## src/rtl/uart_cmd_pkg.sv

```systemverilog
`default_nettype none
// ============================================================================
// Module   : uart_cmd_pkg
// Purpose  : Shared types and constants for the rider command-link UART
//            receiver and its command tasks.
// Revision : 1.0 - initial release
// ============================================================================
package uart_cmd_pkg;

    // Receiver FSM: waiting for a start edge, or shifting in a frame
    typedef enum logic {
        IDLE = 1'b0,
        RECV = 1'b1
    } rx_state_t;

    localparam logic [7:0] GO_CMD_DEF   = 8'h47;   // 'G'
    localparam logic [7:0] STOP_CMD_DEF = 8'h53;   // 'S'

    // start + 8 data + stop
    localparam int FRAME_BITS = 10;

endpackage : uart_cmd_pkg
`default_nettype wire

```

## src/rtl/uart_cmd_rx_sync.sv

```systemverilog
`default_nettype none
// ============================================================================
// Module   : uart_cmd_rx_sync
// Purpose  : Two-flop synchronizer for the asynchronous serial line. Both
//            flops preset high so the idle line level is seen while in reset
//            and no false start bit appears at reset release.
// Revision : 1.0 - initial release
// ============================================================================
module uart_cmd_rx_sync (
    input  logic clk,
    input  logic rst_n,
    input  logic i_rx,
    output logic o_rx_sync
);

    logic meta_q;
    logic sync_q;

    // Double-register the raw line; preset to the idle (high) level
    always_ff @(posedge clk or negedge rst_n) begin
        if (!rst_n) begin
            meta_q <= 1'b1;
            sync_q <= 1'b1;
        end else begin
            meta_q <= i_rx;
            sync_q <= meta_q;
        end
    end

    assign o_rx_sync = sync_q;

endmodule : uart_cmd_rx_sync
`default_nettype wire

```

## src/rtl/uart_cmd_rx.sv

```systemverilog
`default_nettype none
// ============================================================================
// Module   : uart_cmd_rx
// Purpose  : 8N1 UART receiver for the rider command link. Delivers each
//            received byte on cmd with a rdy level, and pulses cmd_go /
//            cmd_stop for one cycle when the byte is the go / stop command.
// Options  : UART_CMD_RX_FRAME_CHK_EN - when defined, a low stop bit drops
//            the frame and raises frm_err; otherwise the stop bit is ignored
//            and frm_err is tied low.
// Revision : 1.0 - initial release
// ============================================================================
module uart_cmd_rx
    import uart_cmd_pkg::*;
#(
    parameter int unsigned BAUD_CNT = 5208,          // clk cycles per bit, >= 8
    parameter logic [7:0]  GO_CMD   = GO_CMD_DEF,
    parameter logic [7:0]  STOP_CMD = STOP_CMD_DEF
) (
    input  logic       clk,
    input  logic       rst_n,
    input  logic       RX,
    input  logic       clr_rdy,
    output logic [7:0] cmd,
    output logic       rdy,
    output logic       cmd_go,
    output logic       cmd_stop,
    output logic       frm_err
);

    // The bit timer counts down to zero inclusive, so loads are one less
    // than the wanted interval: a bit then lasts exactly BAUD_CNT cycles.
    localparam int unsigned      CNT_W       = $clog2(BAUD_CNT);
    localparam logic [CNT_W-1:0] C_HALF_LOAD = CNT_W'(BAUD_CNT / 2 - 1);
    localparam logic [CNT_W-1:0] C_BIT_LOAD  = CNT_W'(BAUD_CNT - 1);
    localparam logic [3:0]       C_LAST_BIT  = 4'(FRAME_BITS - 1);

    rx_state_t               state_q, state_d;
    logic [CNT_W-1:0]        baud_cnt_q, baud_cnt_d;
    logic [3:0]              bit_cnt_q, bit_cnt_d;
    logic [FRAME_BITS-1:0]   shift_q, shift_d;
    logic [7:0]              cmd_q, cmd_d;
    logic                    rdy_q, rdy_d;
    logic                    cmd_go_q, cmd_go_d;
    logic                    cmd_stop_q, cmd_stop_d;
`ifdef UART_CMD_RX_FRAME_CHK_EN
    logic                    frm_err_q, frm_err_d;
`endif

    logic                    w_rx_sync;
    logic [FRAME_BITS-1:0]   w_shift_in;
    logic                    w_stop_ok;
    logic                    w_accept;
    logic                    w_unused;

    uart_cmd_rx_sync u_sync (
        .clk       (clk),
        .rst_n     (rst_n),
        .i_rx      (RX),
        .o_rx_sync (w_rx_sync)
    );

    // Next-state, bit timing, frame assembly and the rdy handshake
    always_comb begin
        state_d    = state_q;
        baud_cnt_d = baud_cnt_q;
        bit_cnt_d  = bit_cnt_q;
        shift_d    = shift_q;
        cmd_d      = cmd_q;
        rdy_d      = rdy_q;
        cmd_go_d   = 1'b0;
        cmd_stop_d = 1'b0;
        w_accept   = 1'b0;
        w_shift_in = {w_rx_sync, shift_q[FRAME_BITS-1:1]};
`ifdef UART_CMD_RX_FRAME_CHK_EN
        frm_err_d  = frm_err_q;
        w_stop_ok  = w_rx_sync;
`else
        w_stop_ok  = 1'b1;
`endif

        case (state_q)
            IDLE: begin
                if (!w_rx_sync) begin
                    // Start edge: first sample lands mid start bit
                    state_d    = RECV;
                    baud_cnt_d = C_HALF_LOAD;
                    bit_cnt_d  = 4'd0;
                    rdy_d      = 1'b0;
`ifdef UART_CMD_RX_FRAME_CHK_EN
                    frm_err_d  = 1'b0;
`endif
                end
            end
            RECV: begin
                if (baud_cnt_q == '0) begin
                    shift_d    = w_shift_in;
                    bit_cnt_d  = bit_cnt_q + 4'd1;
                    baud_cnt_d = C_BIT_LOAD;
                    if ((bit_cnt_q == 4'd0) && w_rx_sync) begin
                        // Start bit gone by mid-bit: treat as a glitch
                        state_d = IDLE;
                    end else if (bit_cnt_q == C_LAST_BIT) begin
                        // Stop bit just sampled; frame is complete
                        state_d = IDLE;
                        if (w_stop_ok) begin
                            w_accept = 1'b1;
                        end else begin
`ifdef UART_CMD_RX_FRAME_CHK_EN
                            frm_err_d = 1'b1;
`endif
                        end
                    end
                end else begin
                    baud_cnt_d = baud_cnt_q - 1'b1;
                end
            end
            default: begin
                state_d = IDLE;
            end
        endcase

        if (clr_rdy) begin
            rdy_d = 1'b0;
        end

        // A completing byte takes priority over a coincident clear
        if (w_accept) begin
            rdy_d      = 1'b1;
            cmd_d      = w_shift_in[8:1];
            cmd_go_d   = (w_shift_in[8:1] == GO_CMD);
            cmd_stop_d = (w_shift_in[8:1] == STOP_CMD);
        end
    end

    // State and datapath registers
    always_ff @(posedge clk or negedge rst_n) begin
        if (!rst_n) begin
            state_q    <= IDLE;
            baud_cnt_q <= '0;
            bit_cnt_q  <= 4'd0;
            shift_q    <= '0;
            cmd_q      <= 8'h00;
            rdy_q      <= 1'b0;
            cmd_go_q   <= 1'b0;
            cmd_stop_q <= 1'b0;
        end else begin
            state_q    <= state_d;
            baud_cnt_q <= baud_cnt_d;
            bit_cnt_q  <= bit_cnt_d;
            shift_q    <= shift_d;
            cmd_q      <= cmd_d;
            rdy_q      <= rdy_d;
            cmd_go_q   <= cmd_go_d;
            cmd_stop_q <= cmd_stop_d;
        end
    end

`ifdef UART_CMD_RX_FRAME_CHK_EN
    // Framing-error flag, held until the next start edge
    always_ff @(posedge clk or negedge rst_n) begin
        if (!rst_n) begin
            frm_err_q <= 1'b0;
        end else begin
            frm_err_q <= frm_err_d;
        end
    end

    assign frm_err = frm_err_q;
`else
    assign frm_err = 1'b0;
`endif

    // The oldest bit is shifted out and never needed
    assign w_unused = shift_q[0];

    assign cmd      = cmd_q;
    assign rdy      = rdy_q;
    assign cmd_go   = cmd_go_q;
    assign cmd_stop = cmd_stop_q;

endmodule : uart_cmd_rx
`default_nettype wire

```

## config.mk

```make
export PLATFORM = sky130hd
export DESIGN_NAME = uart_cmd_rx
export DESIGN_NICKNAME = d
export VERILOG_FILES = /design/src/rtl/uart_cmd_pkg.sv /design/src/rtl/uart_cmd_rx_sync.sv /design/src/rtl/uart_cmd_rx.sv
export SDC_FILE = /design/constraint.sdc
export NUM_CORES = 1
export LEC_CHECK = 0
export CAP_MARGIN = 20
export CORE_UTILIZATION = 47
export DETAILED_ROUTE_END_ITERATION = 7
export GPL_TIMING_DRIVEN = 0
export PLACE_DENSITY = 0.72
export SYNTH_ARGS = -nofsm -noshare
export SYNTH_HDL_FRONTEND = slang
export SYNTH_SLANG_ARGS = --single-unit
```

## constraint.sdc

```tcl
create_clock -name clk -period 2.3 [get_ports clk]
set_input_delay 0.575 -clock clk [delete_from_list [all_inputs] [get_ports clk]]
set_output_delay 0.575 -clock clk [all_outputs]
set_load 0.02 [all_outputs]
```

# Yosys cells after proc, flatten, opt, wreduce, memory -nomap -nowiden
# Cells that the tools add are included.
# word_totals
inputBits	4
word_cells	47
register_bits	41
# classes
bitwise_logic	1
n_mux	21
add_sub_neg	2
n_eq_ne	7
reduce_logical	6
# op_table
cell	n
2-to-1 mux 13 bit	2
one-hot mux 13 bit (2 select lines)	1
equality test 8 x 7 -> 1 bit, second input constant	2
2-to-1 mux 1 bit	14
logical NOT 13 bit	1
subtractor 13 x 1 -> 13 bit, second input constant	1
2-to-1 mux 4 bit	2
one-hot mux 4 bit (2 select lines)	1
AND reduction 2 bit	3
adder 4 x 1 -> 4 bit, second input constant	1
equality test 4 bit, second input constant	1
logical NOT 4 bit	1
!= test 3 x 2 -> 1 bit, second input constant	1
!= test 3 bit, second input constant	1
!= test 2 x 1 -> 1 bit, second input constant	1
!= test 2 bit, second input constant	1
one-hot mux 1 bit (2 select lines)	1
logical AND 1 bit	1
inverter 1 bit	1

# Longest topological paths before layout
# Gate-level depths: netlist of run 1.
# depth
depth_word	7
ltp_mapped	7
ltp_nobuf	6

# By module
# A second synthesis of run 1 with hierarchy kept.
# unflattened
hier_cells	163
area_unflattened_um2	1899.3
# modules_own_cells
mod	cells_per_inst	n_inst	area_per_inst_um2	seq_area_each_um2
uart_cmd_rx	161	1	1846.8	925.9
uart_cmd_rx_sync	2	1	52.6	52.6

# Worst setup path after synthesis of run 1
# OpenSTA, ideal clock, no wires.
# synth_path
path_kind	register -> register
from	register baud_cnt_q[5]
to	register cmd_stop_q, in the netlist cmd_stop
period_less_slack_ns	2.006
t_arrival_ns	1.926
stages_incl_launch_ff	6
path_buffers	1
required_time_ns	2.220
path_slack_ns	0.294
path_cell_list	dfrtp_1 -> or4_1 -> buf_2 -> nand4b_4 -> or4_4 -> nor3b_2
# synth_via
elab_chain_len	4
# synth_rtl
element	line	text
from (decl)	uart_cmd_rx.sv:38	logic [CNT_W-1:0] baud_cnt_q, baud_cnt_d;
from (signal assigned)	uart_cmd_rx.sv:148	baud_cnt_q <= baud_cnt_d;
logical NOT 13 bit	uart_cmd_rx.sv:95	if (baud_cnt_q == '0) begin
2-to-1 mux 1 bit	uart_cmd_rx.sv:95	
2-to-1 mux 1 bit	uart_cmd_rx.sv:81	case (state_q)
2-to-1 mux 1 bit	uart_cmd_rx.sv:127	if (w_accept) begin
named net cmd_stop_d	uart_cmd_rx.sv:44	logic cmd_stop_q, cmd_stop_d;
to (signal assigned)	uart_cmd_rx.sv:154	cmd_stop_q <= cmd_stop_d;
to (decl)	uart_cmd_rx.sv:44	
# The timed path passes the listed nets, and every way through them passes these cells.
# A chain may end at the register's enable or synchronous reset.

# Worst setup path after layout of run 1
# Same ends and word-level chain as after synthesis.

==> flow_summary_export.csv, run 1 <==
group,metric,value,unit
outcome,status,"complete, no violations",
critical_path,cp_max_fo,7,
synth,yosysTopAreaCell,"dfrtp_1",
power_and_ir_drop,p_leak,1.027,nW
synth,synth_top_flop_cell,"dfrtp_1",
synth,yosys-top-cells-area,"dfrtp_1 (49%), mux2_1 (8.3%), ha_1 (3.3%), dfstp_2 (2.8%), nand2_1 (2.2%)",
synth,syn_area,0.001899,mm²
synth,seq_area_frac_synth,0.5152,
clock_network,cts_root_buffer,"clkbuf_8",
finish,multi_input_area,870.8,µm²
clock_network,htreeDepth,2,
routing,drcViolationCount,0,
routing,vias,1341,
placement,place_congestion,0.8206,
sta,grt_setup_unrepaired,"false",
routing,wl_met3,135,µm
sta,finalCritPeriodShare,0.9348,
clock_network,clk_path_buf_depth,2,
power_and_ir_drop,fin_total_pwr,1.297,mW
routing,drt_iter0_drc,124,
global_route,grt_antenna_before_repair,0,
synth,syn_avg_cell_area,11.65,µm²
synth,synth_compound_area_frac,0.1001,
die,die_w,65.57,µm
routing,top_layer_used,"met4",
synth,synth-seq-cells,39,
synth,synthMostInstantiatedCell,"dfrtp_1",
min_path,min_path_cells,0,
synth,synthCells,163,
critical_path,crit_required,2.51,ns
global_route,grt_util_all_layers,0.2041,
critical_path,slowest_stage,"or4_4",
critical_path,crit_arrival,2.36,ns
critical_path,r2r-end,"cmd_stop",
die,ios,16,
synth,netlist.area_leader.share,0.4875,
routing,routedWlPerCell,15.84,µm
sta,fin_crit,2.150,ns
die,dieHeight,65.57,µm
sta,slew_viol_final,0,
sta,timing_hold_violations_final,0,
synth,synth_top_family_by_area,"simple AND/OR/NAND/NOR gates",
power_and_ir_drop,vdd_drop_max,0.3343,mV
critical_path,critPathTopFamily,"simple AND/OR/NAND/NOR gates",
sta,setup_tns,0,ns
global_route,grt_max_degree,40,
power_and_ir_drop,cell_internal_pwr,1.045,mW
min_path,min_path_type,"reg2reg",
global_route,grt_pass1_vias,1326,
synth,synth-adder-area-share,0.03294,
critical_path,crit_path_max_incr_delay,0.56,ns
sta,tightest_slew,0.8514,ns
synth,synth_warnings,0,
sta,setup_violations,0,
global_route,gr-total-overflow,0,
power_and_ir_drop,sequentialPowerShare,0.532,
finish,regArea,978.4,µm²
die,rows,22,
critical_path,timing.rr.start,"baud_cnt_q[5]",
global_route,grt_first_pass_wirelength,6589,µm
finish,nNetsFinal,195,
routing,dr_wl_met2,1752,µm
power_and_ir_drop,pwr-share-comb,0.016,
critical_path,reg2reg_slack,0.15,ns
routing,viasPerCell,5.706,
power_and_ir_drop,power_switching,0.2518,mW
die,core,0.003771,mm²
min_path,hold_end,"u_sync.o_rx_sync",
sta,slew_headroom,0.4324,
finish,stdcell_area,0.002236,mm²
synth,async_flop_share,1.000,
finish,n_antenna_cell,0,
placement,portBuffers,14,
power_and_ir_drop,powerDensity,580.0,mW/mm²
clock_network,clock_latency,0.29,ns
finish,stdcell_count,235,
min_path,min_from,"u_sync.meta_q",
placement,dp.final_hpwl,2541,µm
synth,synthMuxAreaShare,0.1061,
power_and_ir_drop,clkPwrFrac,0.451,
critical_path,worstPathCellList,"or4_1 -> buf_2 -> nand4b_4 -> or4_4 -> nor3b_2",
routing,drtAntennaViolNets,0,
critical_path,ff2ff_path_depth,5,
synth,synthSimpleGateAreaFrac,0.2036,
routing,met1_length,1783,µm
critical_path,end_kind,"flip-flop",
synth,synth_common_cells,"dfrtp_1 (37), mux2_1 (14), nand2_1 (11)",
synth,synth-edff-count,0,
synth,synth.net_count,172,
finish,drive_gt1_frac,0.1497,
clock_network,clock_sinks,39,
die,die_area,0.004299,mm²
routing,drtPass1Iterations,4,
critical_path,path_class,"reg2reg",
placement,place_area,0.002095,mm²
finish,nFillCells,303,
critical_path,critPathBufInv,1,
clock_network,cts_made_buffers,5,
placement,placedCellCount,225,
die,start_util,0.5036,
synth,synth_cell_types,47,
job,drv_cap,0,
clock_network,cts_tree,"built",
sta,setup_ws,0.1501,ns
finish,syn_to_final_growth,17.72,%
power_and_ir_drop,swShare,0.1942,
synth,synthXorXnorAreaFrac,0.009223,
routing,drt-total-wl,3722,µm
clock_network,clk_pin_slew_worst_paths,0.08,ns
placement,dp_slack,0.03732,ns
sta,max_freq,465.1,MHz
critical_path,cp-start-kind,"flip-flop",
sta,fin_skew,0.008284,ns
[registers in the layout, indices dropped and copies added, names as in the netlist]
signal            flops
u_sync.o_rx_sync      1
cmd_go                1
bit_cnt_q             4
baud_cnt_q           13
cmd                   8
rdy                   1
cmd_stop              1
u_sync.meta_q         1
state_q               1
shift_q               8
[how the worst max path moves through the flow]
stage / from / to / cells after the start
3_3_place_gp: rst_n / rdy / 1
5_1_grt: baud_cnt_q[5] / shift_q[5] / 5
6_report: baud_cnt_q[5] / cmd_stop / 5
4_1_cts: baud_cnt_q[5] / cmd[4] / 5
3_5_place_dp: baud_cnt_q[5] / cmd[2] / 5
2_1_floorplan: baud_cnt_q[5] / cmd_stop / 5
[cell usage in the layout (no fill, tap or decap), types with 2 or more instances in the layout]
cell and instances:
a21oi_1 4, a31oi_1 2, a32oi_1 2, and3_1 2, and3b_1 2, buf_2 3, buf_4 3, clkbuf_1 4
clkbuf_8 6, clkdlybuf4s50_1 13, dfrtp_1 37, dfstp_2 2, ha_1 5, inv_1 7, mux2_1 14, mux2_2 3
nand2_1 11, nand2b_1 3, nand3_1 8, nand3b_1 2, nand4_1 2, nor2_1 5, nor2b_1 3, nor3b_2 2
nor4b_1 2, o211ai_1 4, o21ai_0 5, o21ai_1 4, o31ai_1 2, or4_1 4
[through the flow]
stage          hold slack (ns)  utilization
3_5_place_dp            0.3473       0.5554
6_report                0.3643       0.5929
3_3_place_gp            0.3475       0.5567
5_1_grt                 0.3702       0.5929
4_1_cts                 0.3638       0.5866
2_1_floorplan           0.2794            -
[kinds of logic after synthesis]
family	after synthesis
compound gates	28
xor+xnor	2
fa+ha+maj	5
buf+inv	14
flops	39
mux	18
other cells	1
simple gates	56
[final cells by class]
type,count,area share
buffer,7,0.01455
tap,48,0.02686
clock inverter,2,0.01567
sequential,39,0.4376
inverter,7,0.01175
multi-input combinational,110,0.3895
clock buffer,6,0.03693
timing repair buffer,16,0.06715
[layer usage]
metal,vias to the layer above,global-route usage
li1,638,-
met1,673,0.2833
met2,24,0.3131
met3,6,0.05208
met4,0,0.05978
met5,-,0
[power by group through the flow]
stage	Clock, mW	Combinational [mW]	Sequential, mW
final	0.586	0.0211	0.690
after global routing	0.635	0.0250	0.690
after CTS	0.603	0.0222	0.690
after detailed placement	0	0.0225	0.703
after global placement	0	0.0223	0.704
after floorplan	0	0.00417	0.703
[worst register-to-register path, stage by stage, from the launching register on]
cell	delay, ns
dfrtp_1	0.40
or4_1	0.51
buf_2	0.18
nand4b_4	0.23
or4_4	0.56
nor3b_2	0.19
[timing repair]
action | 4_1_cts | 5_1_grt
setup buffers | 0 | 2
setup endpoints to repair | 0 | 8
endpoints found under the hold margin | 0 | 0
hold buffers | 0 | 0
resized for setup | 0 | 1
Note: power is estimated with default switching activity, not from simulation.
==> inputs of run 2 (changes only) <==
- CTS_CLUSTER_DIAMETER: unset -> 60
==> results of run 2 <==
Same layout as run 1: the final DEF is identical, and so are final timing and power.
